**src/rtl/fp_sign_resolve_pipe.sv**
```systemverilog
// Sign resolution for FP add/sub/mul/div: effective op, swap, exact cancel and
// result sign, carried through an elastic STAGES-deep valid/ready pipeline.
module fp_sign_resolve_pipe #(
    parameter int EXP_W  = 8,
    parameter int MAN_W  = 23,
    parameter int STAGES = 2
) (
    input  logic             Clk,
    input  logic             Reset,
    input  logic             InValid,
    output logic             InReady,
    input  logic             SignX,
    input  logic             SignY,
    input  logic [EXP_W-1:0] ExpX,
    input  logic [EXP_W-1:0] ExpY,
    input  logic [MAN_W-1:0] ManX,
    input  logic [MAN_W-1:0] ManY,
    input  logic [1:0]       OpCode,
    input  logic [1:0]       RndMode,
    output logic             OutValid,
    input  logic             OutReady,
    output logic             ResultSign,
    output logic             EffSub,
    output logic             Swap,
    output logic             ExactCancel
);
    localparam int MAG_W = EXP_W + MAN_W;

    // Payload bit order: {ResultSign, EffSub, Swap, ExactCancel}
    function automatic logic [3:0] resolveSign(
        input logic             signX,
        input logic             signY,
        input logic [MAG_W-1:0] magX,
        input logic [MAG_W-1:0] magY,
        input logic [1:0]       opCode,
        input logic [1:0]       rndMode
    );
        logic yEff;
        logic effSub;
        logic swap;
        logic cancel;
        logic sign;
        yEff   = signY ^ (opCode == 2'b01);
        effSub = signX ^ yEff;
        swap   = magY > magX;
        cancel = effSub && (magX == magY);
        if (!effSub)
            sign = signX;
        else if (swap)
            sign = yEff;
        else if (cancel)
            sign = (rndMode == 2'b11);
        else
            sign = signX;
        case (opCode)
            2'b00, 2'b01: resolveSign = {sign, effSub, swap, cancel};
            2'b10, 2'b11: resolveSign = {signX ^ signY, 3'b000};
            default:      resolveSign = 4'b0000;
        endcase
    endfunction

    logic [3:0]        inPayload_s;
    logic [STAGES-1:0] stageValid_r;
    logic [3:0]        stagePayload_r [STAGES];
    logic [STAGES-1:0] enable_s;
    logic [STAGES-1:0] srcValid_s;
    logic [3:0]        srcPayload_s [STAGES];

    // Resolve the sign fields of the incoming operation
    always_comb begin
        inPayload_s = resolveSign(SignX, SignY, {ExpX, ManX}, {ExpY, ManY}, OpCode, RndMode);
    end

    // A stage may load when it is empty or its occupant moves on this cycle
    always_comb begin
        enable_s = {STAGES{1'b0}};
        enable_s[STAGES-1] = ~stageValid_r[STAGES-1] | OutReady;
        for (int k = STAGES - 2; k >= 0; k--) begin
            enable_s[k] = ~stageValid_r[k] | enable_s[k+1];
        end
    end

    // Source of each stage: the input for stage 0, the previous stage otherwise
    always_comb begin
        srcValid_s = {STAGES{1'b0}};
        for (int k = 0; k < STAGES; k++) begin
            if (k == 0) begin
                srcValid_s[k]   = InValid;
                srcPayload_s[k] = inPayload_s;
            end else begin
                srcValid_s[k]   = stageValid_r[k-1];
                srcPayload_s[k] = stagePayload_r[k-1];
            end
        end
    end

    // Stage registers; payload only changes when a real operation arrives
    always_ff @(posedge Clk or posedge Reset) begin
        if (Reset) begin
            stageValid_r <= {STAGES{1'b0}};
            for (int k = 0; k < STAGES; k++) begin
                stagePayload_r[k] <= 4'b0000;
            end
        end else begin
            for (int k = 0; k < STAGES; k++) begin
                if (enable_s[k]) begin
                    stageValid_r[k] <= srcValid_s[k];
                    if (srcValid_s[k]) begin
                        stagePayload_r[k] <= srcPayload_s[k];
                    end
                end
            end
        end
    end

    // Outputs come straight from the last stage registers
    always_comb begin
        InReady  = enable_s[0];
        OutValid = stageValid_r[STAGES-1];
        {ResultSign, EffSub, Swap, ExactCancel} = stagePayload_r[STAGES-1];
    end
endmodule

```
**config.mk**
```make
export PLATFORM = sky130hd
export DESIGN_NAME = fp_sign_resolve_pipe
export DESIGN_NICKNAME = d
export VERILOG_FILES = /design/src/rtl/fp_sign_resolve_pipe.sv
export SDC_FILE = /design/constraint.sdc
export NUM_CORES = 1
export LEC_CHECK = 0
export CORE_UTILIZATION = 30
export CTS_CLUSTER_SIZE = 14
export DETAILED_ROUTE_END_ITERATION = 7
export HOLD_SLACK_MARGIN = 0.1
export PLACE_DENSITY = 0.67
export SYNTH_ARGS = -nofsm -noshare
export SYNTH_HDL_FRONTEND = slang
export SYNTH_SLANG_ARGS = --single-unit
```
**constraint.sdc**
```tcl
create_clock -name Clk -period 4.8 [get_ports Clk]
set_clock_uncertainty 0.15 [all_clocks]
set_input_delay 0.48 -clock Clk [delete_from_list [all_inputs] [get_ports Clk]]
set_output_delay 0.48 -clock Clk [all_outputs]
set_load 0.005 [all_outputs]
```
-- After elaboration in Yosys (flattened, before gate mapping)
Cells that the tools add are included.
- bits in registers: 10
- input port bits: 72
- logic and storage cells: 27
- magnitude comparators: 1
- equality and inequality tests: 5
- mux-type cells: 4
- bitwise gates (word level): 7
- reduce and logical (&&, ||, !) cells: 6
- operators with widths (kind ; number):
    $eq 31x31->1 ; 1
    $gt 31x31->1 ; 1
    $pmux 4 s2 ; 1
    $eq 2x2->1 const B ; 3
    $reduce_and 2->1 ; 2
    $reduce_or 2->1 ; 2
    $mux 1 ; 3
    $xor 1x1->1 ; 3
    $eq 2x1->1 const B ; 1
    $logic_not 2->1 ; 1
    $not 1->1 ; 2
    $or 1x1->1 ; 2
    $logic_and 1x1->1 ; 1

-- Logic depth before layout (Yosys ltp)
- depth in word-level cells: 8
- gate-level depth with buffers: 8

-- Worst setup path before layout
OpenSTA, ideal clock, no wires.
- path kind: input to register
- from: input ManX[13]
- to: register stagePayload_r (netlist bit srcPayload_s[3])
- setup time: 0.126 ns
- arrival time: 1.950 ns
- data required time: 4.524 ns
- setup slack: 2.574 ns
- stages on the path: 7
- path buffers: 0
- cell sequence: inv_1 ha_1 and4_1 a221o_1 nor2b_4 o21a_1 o311a_1
- word-level cells in the longest chain between the ends: 6
- ends and longest elaborated chain (element ; line ; text):
    start, declared ; 16 ; input logic [MAN_W-1:0] ManX,
    parallel branches: the longest is 3 deep, another holds $gt 31x31->1 ; -- ;
    $mux 1 (*) ; 49 ; else if (swap)
    $mux 1 (*) ; 47 ; if (!effSub)
    $pmux 4 s2 (*) ; 55 ; case (opCode)
    end signal, assigned by index ; 109 ; stagePayload_r[k] <= srcPayload_s[k];
    end, declared ; 64 ; logic [3:0] stagePayload_r [STAGES];
Every way passes the cells marked *.
A chain may end at the register's enable or synchronous reset.

-- Worst setup path in the final report
Same ends and word-level chain as after synthesis.

==> impl_metrics.ini <==
[synth]
synth_top_area_cell = ha_1
synth_edf_count = 0
netlist_area_sq_um = 1310
yosysSeqAreaShare = 0.191
synth_flop_cell = dfrtp_1
syn_inst = 158
postSynth.asyncResetShare = 1.00
postSynthAreaPerCell_sq_um = 8.28
yosys_warnings = 0
netlist.area_leader.share = 0.296
ys_types = 38
ys_ff_latch = 10
syn_nets = 261
synth.top_cells.by_area = ha_1 30%, dfrtp_1 19%, inv_1 10%

[grt]
grt_use_total = 0.134
first_global_vias = 1243
globalRouteOverflowTotal = 0
antenna_found_initial = 0
grt_max_degree = 11
grt_pass1_wl_mm = 4.88

[power_and_ir_drop]
netSwitchingFraction = 0.265
internal_power_mw = 0.253
p_leak_nw = 1.06
clkPwrFrac = 0.240
power_mw = 0.345
p_switching_mw = 0.0914
p_seq_frac = 0.294
pwr-share-comb = 0.466
vdd_drop_max_v = 0.0000718
pwr_density_cell_nw_per_um2 = 158

[run_status]
status = finished clean

[place]
dp_hpwl_mm = 2.82
gp_congestion = 0.740
port_buffers = 77

[final_layout]
final_cell_mix = 77 x clkdlybuf4s50_1, 35 x inv_1, 31 x ha_1
nets = 343
area_growth_pct = 66.8
multi_input_area_sq_um = 927
fill_cells = 414
diodes = 0
final_layout_size_suffix_gt1_frac = 0.0462
final_common_cell = clkdlybuf4s50_1
seq_area_sq_um = 250

[routing]
via_count = 1343
drtPass1Iterations = 4
viasPerCell = 4.66
final_antenna_net_count = 0
first_iter_violations = 56
post_drt_wl_per_cell_um = 10.4
wl_mm = 3.00
drc = 0

[sta]
period_minus_slack_ns = 2.53
max_slew_margin = 0.741
tightestPinTransition_ns = 0.387
max_freq_mhz = 395
drv_slew = 0
fin_hold_ws_ns = 0.322
setup_violations = 0
tns_ns = 0
hold_viol_final = 0
rsz0062_at_grt = no
finalCritPeriodShare = 0.527

[worst_hold_path]
min_path_type = flop to flop

[cts]
clockBufferDepth = 2
cts-root-buf = clkbuf_8
cts_hold_buf = 0
cts-buffers-inserted = 3
h-tree-depth = 1
cts_tree = built
post_cts_resized = 0
clk_latency_ns = 0.23
cts_setup_buffers = 0
clkSlewWorstSetupHoldPaths_ns = 0.04
cts.sinks = 10

[setup_path]
cp_top_family = compound AO/OA/AOI/OAI gates
startpoint_type = input port
path_class = input port to flop
required_ns = 4.76
path_cells = clkdlybuf4s50_1 -> inv_1 -> ha_1 -> and4_1 -> a221o_1 -> nor2b_4 -> o21a_1 -> o311a_1
arrival_ns = 2.49
crit_path_max_incr_delay_ns = 0.45
path_buf_inv = 2
cp_max_fo = 3
cpMaxStageDelayCell = clkdlybuf4s50_1
end_kind = flop

[floorplanning]
placement_rows = 23
die_w_um = 68.1
fp.coreArea_sq_um = 4090
fp.dieArea_sq_um = 4630
die_h_um = 68.1
start_util = 0.320
io_pins = 78

[run]
max_cap_viol_count = 0
## kinds of logic after synthesis
kind of cell,count (synthesis),synth area share
AOI/OAI and AO/OA,33,0.176
xor gates and xnor gates,3,0.0201
adders and majority gates,31,0.296
buffers and inverters,35,0.100
DFF,10,0.191
muxes,4,0.0344
and+or+nand+nor,42,0.182
## cell usage after synthesis (3+ instances only)
library cell,n
a21oi_1,10
dfrtp_1,10
ha_1,31
inv_1,35
mux2_2,4
nand2_1,12
nand2b_1,4
nand3_1,4
nand4_1,6
nor2_1,5
o21ai_0,3
## through the flow
| step | worst slack, ns | cell area, sq um | instances | utilization |
|---|---|---|---|---|
| after floorplan | 2.57 | 1310 | 158 | - |
| after global placement | 2.04 | 2140 | 285 | 0.524 |
| after detailed placement | 2.02 | 2140 | 285 | 0.524 |
| after CTS | 2.26 | 2180 | 288 | 0.534 |
| after global routing | 2.09 | 2180 | 288 | 0.534 |
| final | 2.27 | 2180 | 288 | 0.534 |
## power by group through the flow
stage / logic [mW] / clock network (mW) / registers, mW
2_1_floorplan: 0.0730 / 0 / 0.102
3_3_place_gp: 0.160 / 0 / 0.102
5_1_grt: 0.181 / 0.0892 / 0.103
6_report: 0.161 / 0.0827 / 0.101
4_1_cts: 0.164 / 0.0860 / 0.101
3_5_place_dp: 0.163 / 0 / 0.103
## area by class of cell
class                   count  area share
flip-flops and latches     10       0.115
repair buffers             77       0.353
well taps                  50      0.0287
multi-input cells         113       0.425
inverters                  35      0.0602
clock buffers               3      0.0189
## worst min-delay path, stage by stage, from the launching register on
cell	delay (ns)
dfrtp_1	0.34
nand2_1	0.05
o31ai_1	0.05
## state kept, by name, summed over array words and instances (netlist names)
name / count
EffSub: 1
ExactCancel: 1
ResultSign: 1
Swap: 1
srcPayload_s: 4
stageValid_r: 2
## worst paths after layout
kind	start	slack (ns)	endpoint	cells past startpoint
min	srcPayload_s[0]	0.32	srcPayload_s[0]	2
max in group asynchronous	Reset	3.84	EffSub	2
max	ManX[13]	2.27	srcPayload_s[3]	8
max reg2reg	stageValid_r[1]	2.89	srcPayload_s[3]	6
min in group asynchronous	Reset	0.38	ExactCancel	2
min reg2reg	srcPayload_s[0]	0.32	srcPayload_s[0]	2
## metal layers
metal / vias to the layer above / track usage / wire length [um]
li1: 717 / - / -
met1: 581 / 0.154 / 1280
met2: 45 / 0.252 / 1510
met3: 0 / 0.0250 / 213
met4: 0 / 0.0313 / 0
met5: - / 0 / 0
Note: power is estimated with default switching activity, not from simulation.
